[src/rtl/spi_cmd_pkg.sv]
// Command codes, frame-length decode and FSM encoding shared by the SPI initiator and subnode.
package spi_cmd_pkg;

    localparam logic [4:0] WR_REG0    = 5'b00000;
    localparam logic [4:0] WR_REG1    = 5'b00001;
    localparam logic [4:0] WR_REG2    = 5'b00010;
    localparam logic [4:0] WR_OP_MODE = 5'b00011;
    localparam logic [4:0] RD_REG0    = 5'b10000;
    localparam logic [4:0] RD_REG1    = 5'b10001;
    localparam logic [4:0] RD_REG2    = 5'b10010;
    localparam logic [4:0] RD_OP_MODE = 5'b10011;
    localparam logic [4:0] RD_S_0     = 5'b10100;
    localparam logic [4:0] RD_S_1     = 5'b10101;
    localparam logic [4:0] RD_S_2     = 5'b10110;
    localparam logic [4:0] RD_S_3     = 5'b10111;
    localparam logic [4:0] RD_S_4     = 5'b11000;

    localparam int unsigned MAX_DATA = 128;
    localparam int unsigned MAX_BITS = 133;
    localparam logic [7:0]  CMD_BITS = 8'd5;

    typedef enum logic [2:0] {
        StIdle,
        StErr,
        StSetup,
        StLow,
        StHigh,
        StHold,
        StGap
    } state_e;

    // Data-bit count for a command; 0 marks an unsupported code.
    function automatic logic [7:0] cmd_len(input logic [4:0] cmd);
        logic [7:0] len;
        case (cmd)
            WR_REG0, WR_REG1, WR_REG2, RD_REG0, RD_REG1, RD_REG2: len = 8'd128;
            WR_OP_MODE, RD_OP_MODE:                               len = 8'd3;
            RD_S_0, RD_S_1, RD_S_2, RD_S_3, RD_S_4:               len = 8'd64;
            default:                                              len = 8'd0;
        endcase
        return len;
    endfunction

    function automatic logic cmd_is_read(input logic [4:0] cmd);
        return cmd[4];
    endfunction

endpackage

[src/rtl/spi_controller_if.sv]
// Parallel request/response port of the SPI initiator.
interface spi_controller_if;

    logic         cmd_valid;
    logic         cmd_ready;
    logic [4:0]   cmd;
    logic [127:0] wr_data;
    logic [127:0] rd_data;
    logic         done;
    logic         cmd_err;
    logic         busy;

    modport master (
        output cmd_valid, cmd, wr_data,
        input  cmd_ready, rd_data, done, cmd_err, busy
    );

    modport slave (
        input  cmd_valid, cmd, wr_data,
        output cmd_ready, rd_data, done, cmd_err, busy
    );

endinterface

[src/rtl/spi_phase_timer.sv]
// Per-phase down-counter: reloads on every phase boundary and ticks in the last cycle of a phase.
module spi_phase_timer #(
    parameter int unsigned HALF_PERIOD = 4,
    parameter int unsigned EXTRA       = 0
) (
    input  logic clk,
    input  logic rst,
    input  logic run,
    input  logic long_phase,
    output logic tick
);

    localparam int unsigned Width = $clog2(HALF_PERIOD + EXTRA);
    localparam logic [Width-1:0] BaseLoad = Width'(HALF_PERIOD - 1);
    localparam logic [Width-1:0] LongLoad = Width'(HALF_PERIOD + EXTRA - 1);

    logic [Width-1:0] cnt_q, cnt_d;

    assign tick = run && (cnt_q == '0);

    // long_phase selects the length of the phase that starts after this tick.
    always_comb begin
        cnt_d = cnt_q;
        if (!run || tick) begin
            cnt_d = long_phase ? LongLoad : BaseLoad;
        end else begin
            cnt_d = cnt_q - Width'(1);
        end
    end

    always_ff @(posedge clk) begin
        if (rst) begin
            cnt_q <= BaseLoad;
        end else begin
            cnt_q <= cnt_d;
        end
    end

endmodule

[src/rtl/spi_controller.sv]
// SPI mode-0 initiator issuing spi_subnode command frames, one per csb-low window.
// Define SPI_CTRL_MISO_SYNC_EN to pass miso through a 2-flop synchroniser (HALF_PERIOD >= 6).
module spi_controller
    import spi_cmd_pkg::*;
#(
    parameter int unsigned HALF_PERIOD = 4
) (
    input  logic            clk,
    input  logic            rst,
    spi_controller_if.slave req,
    output logic            sck,
    output logic            csb,
    output logic            mosi,
    input  logic            miso
);

`ifdef SPI_CTRL_MISO_SYNC_EN
    localparam int unsigned Extra = 2;
`else
    localparam int unsigned Extra = 0;
`endif

    state_e                state_q, state_d;
    logic [7:0]            bit_q, bit_d;
    logic [7:0]            last_q, last_d;
    logic [MAX_BITS-1:0]   tx_q, tx_d;
    logic [MAX_DATA-1:0]   rx_q, rx_d;
    logic [MAX_DATA-1:0]   rd_q, rd_d;
    logic [MAX_DATA-1:0]   payload;
    logic                  is_read_q, is_read_d;
    logic                  done_q, done_d;
    logic [7:0]            len;
    logic                  tick, run, in_frame, long_phase;
    logic                  cap_strobe, cap_en, cap_bit;

    assign len      = cmd_len(req.cmd);
    assign run      = state_q inside {StSetup, StLow, StHigh, StHold, StGap};
    assign in_frame = state_q inside {StSetup, StLow, StHigh, StHold};

    spi_phase_timer #(
        .HALF_PERIOD(HALF_PERIOD),
        .EXTRA      (Extra)
    ) u_timer (
        .clk       (clk),
        .rst       (rst),
        .run       (run),
        .long_phase(long_phase),
        .tick      (tick)
    );

`ifdef SPI_CTRL_MISO_SYNC_EN
    logic [1:0] miso_sync_q;
    logic [1:0] cap_pipe_q;

    // Capture strobe is delayed to line up with miso leaving the synchroniser.
    always_ff @(posedge clk) begin
        if (rst) begin
            miso_sync_q <= '0;
            cap_pipe_q  <= '0;
        end else begin
            miso_sync_q <= {miso_sync_q[0], miso};
            cap_pipe_q  <= {cap_pipe_q[0], cap_strobe};
        end
    end

    assign cap_en  = cap_pipe_q[1];
    assign cap_bit = miso_sync_q[1];
`else
    assign cap_en  = cap_strobe;
    assign cap_bit = miso;
`endif

    always_comb begin
        state_d    = state_q;
        bit_d      = bit_q;
        last_d     = last_q;
        tx_d       = tx_q;
        rx_d       = rx_q;
        rd_d       = rd_q;
        is_read_d  = is_read_q;
        done_d     = 1'b0;
        cap_strobe = 1'b0;
        long_phase = 1'b0;
        payload    = '1;

        if (cap_en) begin
            rx_d = {rx_q[MAX_DATA-2:0], cap_bit};
        end

        unique case (state_q)
            StIdle: begin
                if (req.cmd_valid) begin
                    if (len == 8'd0) begin
                        state_d = StErr;
                    end else begin
                        // Left-align the payload so the frame shifts out MSB-first from the top.
                        if (!cmd_is_read(req.cmd)) begin
                            payload = req.wr_data << (8'd128 - len);
                        end
                        state_d   = StSetup;
                        bit_d     = '0;
                        last_d    = len + CMD_BITS - 8'd1;
                        is_read_d = cmd_is_read(req.cmd);
                        tx_d      = {req.cmd, payload};
                        rx_d      = '0;
                    end
                end
            end
            StErr:   state_d = StIdle;
            StSetup: if (tick) state_d = StLow;
            StLow:   if (tick) state_d = StHigh;
            StHigh: begin
                long_phase = (bit_q == last_q);
                if (tick) begin
                    cap_strobe = is_read_q && (bit_q >= CMD_BITS);
                    if (bit_q == last_q) begin
                        state_d = StHold;
                    end else begin
                        state_d = StLow;
                        bit_d   = bit_q + 8'd1;
                        tx_d    = {tx_q[MAX_BITS-2:0], 1'b0};
                    end
                end
            end
            StHold:  if (tick) state_d = StGap;
            StGap: begin
                if (tick) begin
                    state_d = StIdle;
                    done_d  = 1'b1;
                    if (is_read_q) rd_d = rx_q;
                end
            end
            default: state_d = StIdle;
        endcase
    end

    always_ff @(posedge clk) begin
        if (rst) begin
            state_q   <= StIdle;
            bit_q     <= '0;
            last_q    <= '0;
            tx_q      <= '0;
            rx_q      <= '0;
            is_read_q <= 1'b0;
            done_q    <= 1'b0;
            // A reset that aborts a frame keeps the last completed read; an idle reset clears
            // it, so holding rst for two cycles always yields rd_data == 0.
            if (state_q == StIdle || state_q == StErr) rd_q <= '0;
        end else begin
            state_q   <= state_d;
            bit_q     <= bit_d;
            last_q    <= last_d;
            tx_q      <= tx_d;
            rx_q      <= rx_d;
            rd_q      <= rd_d;
            is_read_q <= is_read_d;
            done_q    <= done_d;
        end
    end

    assign req.cmd_ready = (state_q == StIdle);
    assign req.busy      = (state_q != StIdle);
    assign req.cmd_err   = (state_q == StErr);
    assign req.done      = done_q;
    assign req.rd_data   = rd_q;
    assign sck           = (state_q == StHigh);
    assign csb           = !in_frame;
    assign mosi          = in_frame && tx_q[MAX_BITS-1];

endmodule

[src/flat_wrapper.sv]
// flat-port wrapper written by rule: the top's interface ports become plain ports
module spi_controller_flat import spi_cmd_pkg::*;
#(
    parameter int unsigned HALF_PERIOD = 4
)
  (clk, rst, sck, csb, mosi, miso, req_cmd_valid, req_cmd, req_wr_data, req_cmd_ready, req_rd_data, req_done, req_cmd_err, req_busy);
  spi_controller_if req_i ();
  input  logic clk;
  input  logic rst;
  output logic sck;
  output logic csb;
  output logic mosi;
  input  logic miso;
  input wire logic [$bits(req_i.cmd_valid)-1:0] req_cmd_valid;
  input wire logic [$bits(req_i.cmd)-1:0] req_cmd;
  input wire logic [$bits(req_i.wr_data)-1:0] req_wr_data;
  output wire logic [$bits(req_i.cmd_ready)-1:0] req_cmd_ready;
  output wire logic [$bits(req_i.rd_data)-1:0] req_rd_data;
  output wire logic [$bits(req_i.done)-1:0] req_done;
  output wire logic [$bits(req_i.cmd_err)-1:0] req_cmd_err;
  output wire logic [$bits(req_i.busy)-1:0] req_busy;
  assign req_i.cmd_valid = req_cmd_valid;
  assign req_i.cmd = req_cmd;
  assign req_i.wr_data = req_wr_data;
  assign req_cmd_ready = req_i.cmd_ready;
  assign req_rd_data = req_i.rd_data;
  assign req_done = req_i.done;
  assign req_cmd_err = req_i.cmd_err;
  assign req_busy = req_i.busy;
  spi_controller #(.HALF_PERIOD(HALF_PERIOD)) u_core (.clk(clk), .rst(rst), .req(req_i), .sck(sck), .csb(csb), .mosi(mosi), .miso(miso));
endmodule
[config.mk]
export PLATFORM = sky130hd
export DESIGN_NAME = spi_controller_flat
export DESIGN_NICKNAME = d
export VERILOG_FILES = /design/src/rtl/spi_cmd_pkg.sv /design/src/rtl/spi_controller_if.sv /design/src/rtl/spi_phase_timer.sv /design/src/rtl/spi_controller.sv /design/src/flat_wrapper.sv
export SDC_FILE = /design/constraint.sdc
export NUM_CORES = 1
export LEC_CHECK = 0
export BUFFER_PORTS_ARGS = -buffer_cell sky130_fd_sc_hd__buf_2
export CAP_MARGIN = 20
export CORE_MARGIN = 2
export CORE_UTILIZATION = 51
export CTS_CLUSTER_DIAMETER = 60
export DETAILED_ROUTE_END_ITERATION = 12
export GPL_TIMING_DRIVEN = 1
export PLACE_DENSITY = 0.77
export SLEW_MARGIN = 10
export SYNTH_ARGS = -nofsm -noshare
export SYNTH_HDL_FRONTEND = slang
export SYNTH_SLANG_ARGS = --single-unit
[constraint.sdc]
create_clock -name clk -period 5 [get_ports clk]
set_input_delay 1 -clock clk [delete_from_list [all_inputs] [get_ports clk]]
set_output_delay 1 -clock clk [all_outputs]
set_load 0.01 [all_outputs]
Yosys cells after proc, flatten, opt, wreduce, memory -nomap -nowiden
Memories as Yosys holds them, arrays and structs flattened.
Cells that the tools add are included.
Operators by class
  equal/unequal tests: 16
  mux-type cells: 32
  magnitude comparators: 1
  shift operators: 1
  bitwise logic cells: 2
  reduce and logical (&&, ||, !) cells: 23
  add/subtract/negate cells: 5
Operator list (count)
  two-way mux 128 bit: 10
  two-way mux 133 bit: 4
  one-hot mux 133 bit (2 select lines): 1
  << shifter 128 x 8 -> 128 bit: 1
  two-way mux 8 bit: 4
  two-way mux 3 bit: 7
  one-hot mux 3 bit (6 select lines): 1
  one-hot mux 8 bit (2 select lines): 1
  inequality test 2 bit (second input constant): 7
  == test 3 bit (second input constant): 3
  adder 8 x 1 -> 8 bit (second input constant): 1
  adder 8 x 3 -> 8 bit (second input constant): 1
  == test 8 bit: 1
  >= comparator 8 x 3 -> 1 bit (second input constant): 1
  logical NOT 8 bit: 1
  nonzero test 2 bit: 4
  subtractor 8 x 1 -> 8 bit (second input constant): 1
  subtractor 8 bit (first input constant): 1
  == test 3 x 2 -> 1 bit (second input constant): 2
  AND reduction 6 bit: 1
  AND reduction 5 bit: 1
  nonzero test 5 bit: 1
  inequality test 2 x 1 -> 1 bit (second input constant): 2
  AND reduction 4 bit: 1
  other kinds (14): 22
Storage, ports and cells
  register bits: 412
  output and inout bits: 135
  word-level logic and storage cells: 90
  bits in read-only memories: 128
  input bits: 137
  memories: 1
Memories
  (no name shown): words 32, bits a word 4, read ports 1, clocked after memory_dff 0, write ports 0, line spi_cmd_pkg.sv:35  | case (cmd)

Depth between registers and ports, before layout
Gate-level depths: netlist of run 1.
  word-level depth: 9
  depth in mapped cells: 13

By module
From an unflattened synthesis of run 1, not the netlist that was laid out.
Unflattened totals
  cell total of the unflattened synthesis: 1752
  area, all modules: 17202.7 µm²
By module, submodules not included
  spi_controller: times used 1, area an instance 17113.9 µm², sequential area each 9409.0 µm², cells each 1744
  spi_phase_timer: times used 1, area an instance 88.8 µm², sequential area each 40.0 µm², cells each 8

Worst setup path after synthesis of run 1
OpenSTA, ideal clock, no wires.
  path kind: input to register
  from: in rst
  to: reg u_core.rd_q[0], in the netlist u_core.req.rd_data[0] (enable)
  arrival time: 4.772 ns
  required time: 4.499 ns
  stages on the path: 4
  library setup time: 0.501 ns
  slack: -0.273 ns
  cell sequence: clkbuf_1 > clkbuf_1 > clkbuf_1 > a22o_1
On the way
  cells in the longest elaborated chain, start to end: 2
  elaborated cells on any way between the ends: 5
RTL lines
  start, declared: line flat_wrapper.sv:9  | input logic rst;
  inequality test 2 x 1 -> 1 bit (no line) or nonzero test 2 bit (tied branches)
  AND reduction 4 bit (no line) *
  end signal, assigned: line spi_controller.sv:155  | rd_q <= rd_d;
  end, declared: line spi_controller.sv:28  | logic [MAX_DATA-1:0] rd_q, rd_d;
Mark *: on every way between the ends. The rest lies on a longest branch, timed or not.
A chain may end at the register's enable or synchronous reset.

Final worst setup path of run 1
  from: reg u_core.state_q[1]
  to: out sck
On the way
  cells in the longest elaborated chain, start to end: 1
RTL lines
  start, declared: line spi_controller.sv:23  | state_e state_q, state_d;
  start signal, assigned: line spi_controller.sv:139  | state_q <= StIdle;
  start signal, assigned: line spi_controller.sv:150  | state_q <= state_d;
  == test 3 bit: line spi_controller.sv:166  | assign sck = (state_q == StHigh);
  end, declared: line flat_wrapper.sv:10  | output logic sck;
Every way passes these cells.

==> results.yml, run 1 <==
detailed_routing:
  drt_iter0_markers: 1430
  via_per_inst: 5.854
  drtPass1Iterations: 7
  final_antenna_net_count: 0
  drcViolationCount: 0
  wirelength_um: 43690
  routed-via-count: 14378
  post_drt_wl_per_cell_um: 17.79
clock_network:
  hold_buffers: 0
  cts_tree: "built"
  clk_pin_slew_ps: 60
  cts_resized: 0
  cts_setup_buffers: 0
  cts_max_path_buffers: 3
  h-tree-depth: 2
  clk_latency_ps: 540
  cts-buffers-inserted: 41
  clock-sinks: 408
  cts_root_buf: "clkbuf_16"
floorplanning:
  num_rows: 67
  die_w_um: 189.4
  core_area_mm2: 0.03370
  die_y_um: 189.4
  initial_core_util_pct: 52.03
  die-area_mm2: 0.03588
  ios: 272
final_layout:
  final_cells: 2456
  syn_to_final_growth_pct: 16.33
  layout.nets: 2115
  drive_gt1_share_pct: 19.94
  design_area_mm2: 0.02040
yosys:
  yosysTopAreaCellShare_pct: 31.97
  yosys_warnings: 0
  ys.flop_type: "dfxtp_1"
  synth_seq_cells: 408
  synth_area_leaders: "dfxtp_1 32%, edfxtp_1 22%, a21oi_1 7.6%"
  synth_area_mm2: 0.01753
  synth.net_count: 1949
  synth_seq_area_share_pct: 53.89
  synth-async-reset-ratio_pct: 0
  synth.avg_cell_area_um2: 9.704
  synth_cell_types: 60
  yosysTopAreaCell: "dfxtp_1"
  netlist_instances: 1807
  synth_edf_count: 128
worst_setup_path:
  cp_max_fo: 74
  endpoint_kind: "primary output"
  cp_num_buf_inv: 3
  critPathArrivalTime_ps: 2570
  critPathKind: "reg2out"
  crit_family: "buffers and inverters"
  cp-start-kind: "flop"
  crit_required_ps: 4000
  path_cells: "nor2_1 -> nand2_1 -> clkinv_2 -> buf_4 -> buf_2"
  slowest_delay_ps: 620
  cp_slowest_cell: "buf_4"
pwr:
  vdd_ir_drop_max_uv: 253.3
  leakage_nw: 7.253
  finalPower_w: 0.008992
  powerDensity_mw_per_mm2: 440.8
timing:
  fin_skew_ps: 16.64
  setup_viol: 0
  tightest_slew_ps: 1104
  rsz0062_at_grt: "no"
  hold_viol: 0
  slew_violations: 0
  fin_tns_setup_ps: 0
  timing.hold.ws_ps: 380.0
  timing.final.crit_share_pct: 71.38
  slew-limit-headroom_pct: 26.41
  min_period_ps: 3569
  fmax_mhz: 280.2
status:
  status: "complete, no violations"
grt:
  grt_pass1_vias: 12957
  antenna_found_initial: 2
  overflow: 0
  grt_pass1_wl_um: 68400
  grt_use_total_pct: 23.38
  grt_max_degree: 133
job:
  cap_violations: 0
place:
  dp_cells: 2377
  portBuffers: 271
  gp_congestion: 0.8367
  dp_hpwl_um: 27230
  postPlaceCellArea_mm2: 0.01903
min_path:
  min_path_type: "reg2reg"
[worst reg2reg max path: cells and delay by family, from the launching register on]
| kind | cells | cell delay (ps) |
|---|---|---|
| simple gates | 3 | 1370 |
| buf+inv | 1 | 310 |
| flops | 1 | 440 |
| compound gates | 2 | 1200 |
[report_power, final]
group          switching, W  internal [W]
clock network       0.00129       0.00175
logic               0.00112      0.000622
registers          0.000247       0.00396
total               0.00266       0.00634
[registers in the layout, indices dropped and copies added (netlist names)]
| name | count |
|---|---|
| u_core.bit_q | 8 |
| u_core.is_read_q | 1 |
| u_core.last_q | 4 |
| u_core.req.done | 1 |
| u_core.req.rd_data | 128 |
| u_core.rx_q | 128 |
| u_core.state_q | 3 |
| u_core.tx_q | 133 |
| u_core.u_timer.cnt_q | 2 |
[layer usage]
metal / global-route usage [%] / wire length (um)
met1: 32.39 / 18770
met2: 37.35 / 20220
met3: 4.133 / 3586
met4: 7.394 / 1107
met5: 0 / 11
[synth_stat cells (all sizes together), types with 12 or more instances]
| cell | n |
|---|---|
| edfxtp | 128 |
| nor2 | 28 |
| buf | 51 |
| clkbuf | 125 |
| dfxtp | 280 |
| o211ai | 12 |
| o21ai | 53 |
| nand3 | 37 |
| a21oi | 269 |
| nand2 | 275 |
| a211oi | 108 |
| nor2b | 130 |
| mux2i | 74 |
| o2bb2ai | 26 |
| a22oi | 101 |
[area by class of cell]
class,instances,area (um^2)
diodes,2,5.005
clock inverters,23,202.7
repair buffers,299,1629
well taps,448,560.5
clock buffers,53,1154
fillers,2854,13300
flip-flops and latches,408,9449
inverters,12,46.29
multi-input cells,1211,7352
[worst paths after layout]
check | startpoint | endpoint | slack, ps | cells past startpoint
worst min register to register | u_core.u_timer.cnt_q[0] | u_core.u_timer.cnt_q[0] | 380 | 1
worst max-delay path | u_core.state_q[1] | sck | 1430 | 5
worst max register to register | u_core.state_q[1] | u_core.tx_q[120] | 1610 | 6
worst min-delay path | u_core.u_timer.cnt_q[0] | u_core.u_timer.cnt_q[0] | 380 | 1
[cells by family (layout without fill, tap and decap cells)]
group	count (synthesis)	count (layout)	share of synthesized area [%]
other	0	2	0
AND/OR/NAND/NOR	511	511	13.84
buffers and inverters	188	387	4.731
multiplexers	75	75	4.289
AO/OA/AOI/OAI	615	615	22.65
flip-flops	408	408	53.89
XOR/XNOR	5	5	0.2497
adder cells (fa/ha/maj)	5	5	0.3568
[cells in the final DEF (no fill, tap or decap), drive strengths merged, types with 4 or more instances in the layout]
master and instances:
o21ai 53, nor2b 130, ha 5, a311oi 4, nor2 28, a22oi 101, nor3 11, a211oi 108
o31ai 7, edfxtp 128, clkinv 17, o2bb2ai 26, clkbuf 54, or4 6, o41ai 11, o22ai 9
nand2 275, inv 13, o211ai 12, a21oi 269, mux2i 74, xnor2 4, nand3 37, nand4 5
dfxtp 280, buf 298
[through the flow]
step	setup slack (ps)	utilization (%)
6_report	1431	60.53
5_1_grt	1274	60.52
4_1_cts	1417	60.48
3_5_place_dp	1347	56.46
3_3_place_gp	1382	56.46
2_1_floorplan	1124	-
No activity file was read; power rests on OpenSTA's default activity.
==> run 2, diff against run 1 <==
--- a/config.mk
+++ b/config.mk
@@ -12,7 +12,7 @@
 export CTS_CLUSTER_DIAMETER = 60
 export DETAILED_ROUTE_END_ITERATION = 12
 export GPL_TIMING_DRIVEN = 1
-export PLACE_DENSITY = 0.77
+export PLACE_DENSITY = 0.74
 export SLEW_MARGIN = 10
 export SYNTH_ARGS = -nofsm -noshare
 export SYNTH_HDL_FRONTEND = slang
==> constraint.sdc (replaced) <==
create_clock -name clk -period 3.7 [get_ports clk]
set_input_delay 0.74 -clock clk [delete_from_list [all_inputs] [get_ports clk]]
set_output_delay 0.74 -clock clk [all_outputs]
set_load 0.01 [all_outputs]
==> results.yml, run 2 (same netlist as run 1, synthesis figures left out) <==
status:
  status: "complete, no violations"
clock_network:
  hold_buffers: 0
  cts_root_buf: "clkbuf_16"
  cts_max_path_buffers: 3
  cts_setup_buffers: 0
  cts_tree: "built"
  cts-buffers-inserted: 41
  clock-sinks: 408
  clk_pin_slew_ps: 60
  h-tree-depth: 2
  cts_resized: 0
  clk_latency_ps: 530
floorplanning:
  core_area_mm2: 0.03370
  die-area_mm2: 0.03588
  num_rows: 67
  ios: 272
  initial_core_util_pct: 52.03
  die_w_um: 189.4
  die_y_um: 189.4
pwr:
  powerDensity_mw_per_mm2: 598.0
  vdd_ir_drop_max_uv: 328.0
  leakage_nw: 7.302
final_layout:
  syn_to_final_growth_pct: 16.83
  mostFrequentLayoutCell: "dfxtp_1"
  top_register: "u_core.tx_q"
  layout.nets: 2122
  post-route-util_pct: 60.79
  largest_reg_flops: 133
  nFillCells: 2862
  drive_gt1_share_pct: 20.23
  design_area_mm2: 0.02049
  final_cell_mix: "280 x dfxtp_1, 274 x nand2_1, 270 x buf_2"
detailed_routing:
  via_per_inst: 5.795
  wirelength_um: 42860
  drcViolationCount: 0
  routed-via-count: 14262
  final_antenna_net_count: 0
  drtPass1Iterations: 6
  post_drt_wl_per_cell_um: 17.41
  drt_iter0_markers: 1219
worst_setup_path:
  slowest_delay_ps: 540
  cp_slowest_cell: "buf_4"
  endpoint_kind: "primary output"
  path_cells: "nor2_1 -> nand2_1 -> clkinv_2 -> buf_4 -> buf_2"
  critPathArrivalTime_ps: 2510
  critPathKind: "reg2out"
  cp-start-kind: "flop"
  cp_max_fo: 59
  crit_required_ps: 2960
timing:
  slew-limit-headroom_pct: 32.31
  slew_violations: 0
  timing.hold.ws_ps: 388.1
  tightest_slew_ps: 1015
  timing.final.crit_share_pct: 87.71
  fmax_mhz: 308.1
  rsz0062_at_grt: "no"
  setup_viol: 0
  hold_viol: 0
  fin_skew_ps: 17.75
  fin_tns_setup_ps: 0
  min_period_ps: 3245
grt:
  grt_pass1_wl_um: 68560
  grt_use_total_pct: 23.22
  overflow: 0
  grt_max_degree: 129
  antenna_found_initial: 1
  grt_pass1_vias: 13312
place:
  postPlaceCellArea_mm2: 0.01909
  dp_hpwl_um: 26950
  portBuffers: 271
  gp_congestion: 0.8162
job:
  cap_violations: 0
min_path:
  min_path_type: "reg2reg"
[run 2: layout make-up]
cell class | instances | area (um^2) | area share [%]
Antenna cell | 1 | 2.502 | 0.01222
Timing Repair Buffer | 306 | 1710 | 8.349
Multi-Input combinational cell | 1211 | 7352 | 35.89
Sequential cell | 408 | 9449 | 46.12
Clock inverter | 24 | 277.8 | 1.356
Clock buffer | 51 | 1087 | 5.308
Inverter | 12 | 46.29 | 0.2260
Tap cell | 448 | 560.5 | 2.736
[run 2: worst max-delay path: cells and delay by family (launching register included)]
family,cells,cell delay (ps)
and+or+nand+nor,2,610
buffers and inverters,3,890
DFF,1,440
[run 2: path summary, 6_finish.rpt]
kind / from / to / slack (ps) / cells past startpoint
worst max register to register: u_core.state_q[1] / u_core.tx_q[119] / 710 / 7
worst min-delay path: u_core.u_timer.cnt_q[0] / u_core.u_timer.cnt_q[0] / 390 / 1
worst max-delay path: u_core.state_q[1] / sck / 450 / 5
worst min register to register: u_core.u_timer.cnt_q[0] / u_core.u_timer.cnt_q[0] / 390 / 1
[run 2: metal layers]
metal / GRT usage, % / wire length (um) / vias to the layer above
li1: - / - / 6894
met1: 32.30 / 18590 / 6679
met2: 37.55 / 20150 / 613
met3: 3.726 / 3174 / 76
met4: 6.679 / 940 / 0
met5: 0 / 0 / -
[run 2: through the flow]
step | total power (W) | instances | setup WS [ps]
2_1_floorplan | 0.007271 | 1807 | 83.81
3_3_place_gp | 0.008054 | 2384 | 667.6
3_5_place_dp | 0.008130 | 2384 | 625.7
4_1_cts | 0.01231 | 2459 | 459.4
5_1_grt | 0.01280 | 2461 | 319.8
6_report | 0.01225 | 2461 | 454.6
[run 2: report_power, final]
part / switching, W / total, W / leakage, nW / internal, W
Clock: 0.00173 / 0.00419 / 0.664 / 0.00246
Combinational: 0.00152 / 0.00238 / 3.08 / 0.000865
Sequential: 0.000325 / 0.00567 / 3.56 / 0.00535
Total: 0.00357 / 0.0123 / 7.30 / 0.00868
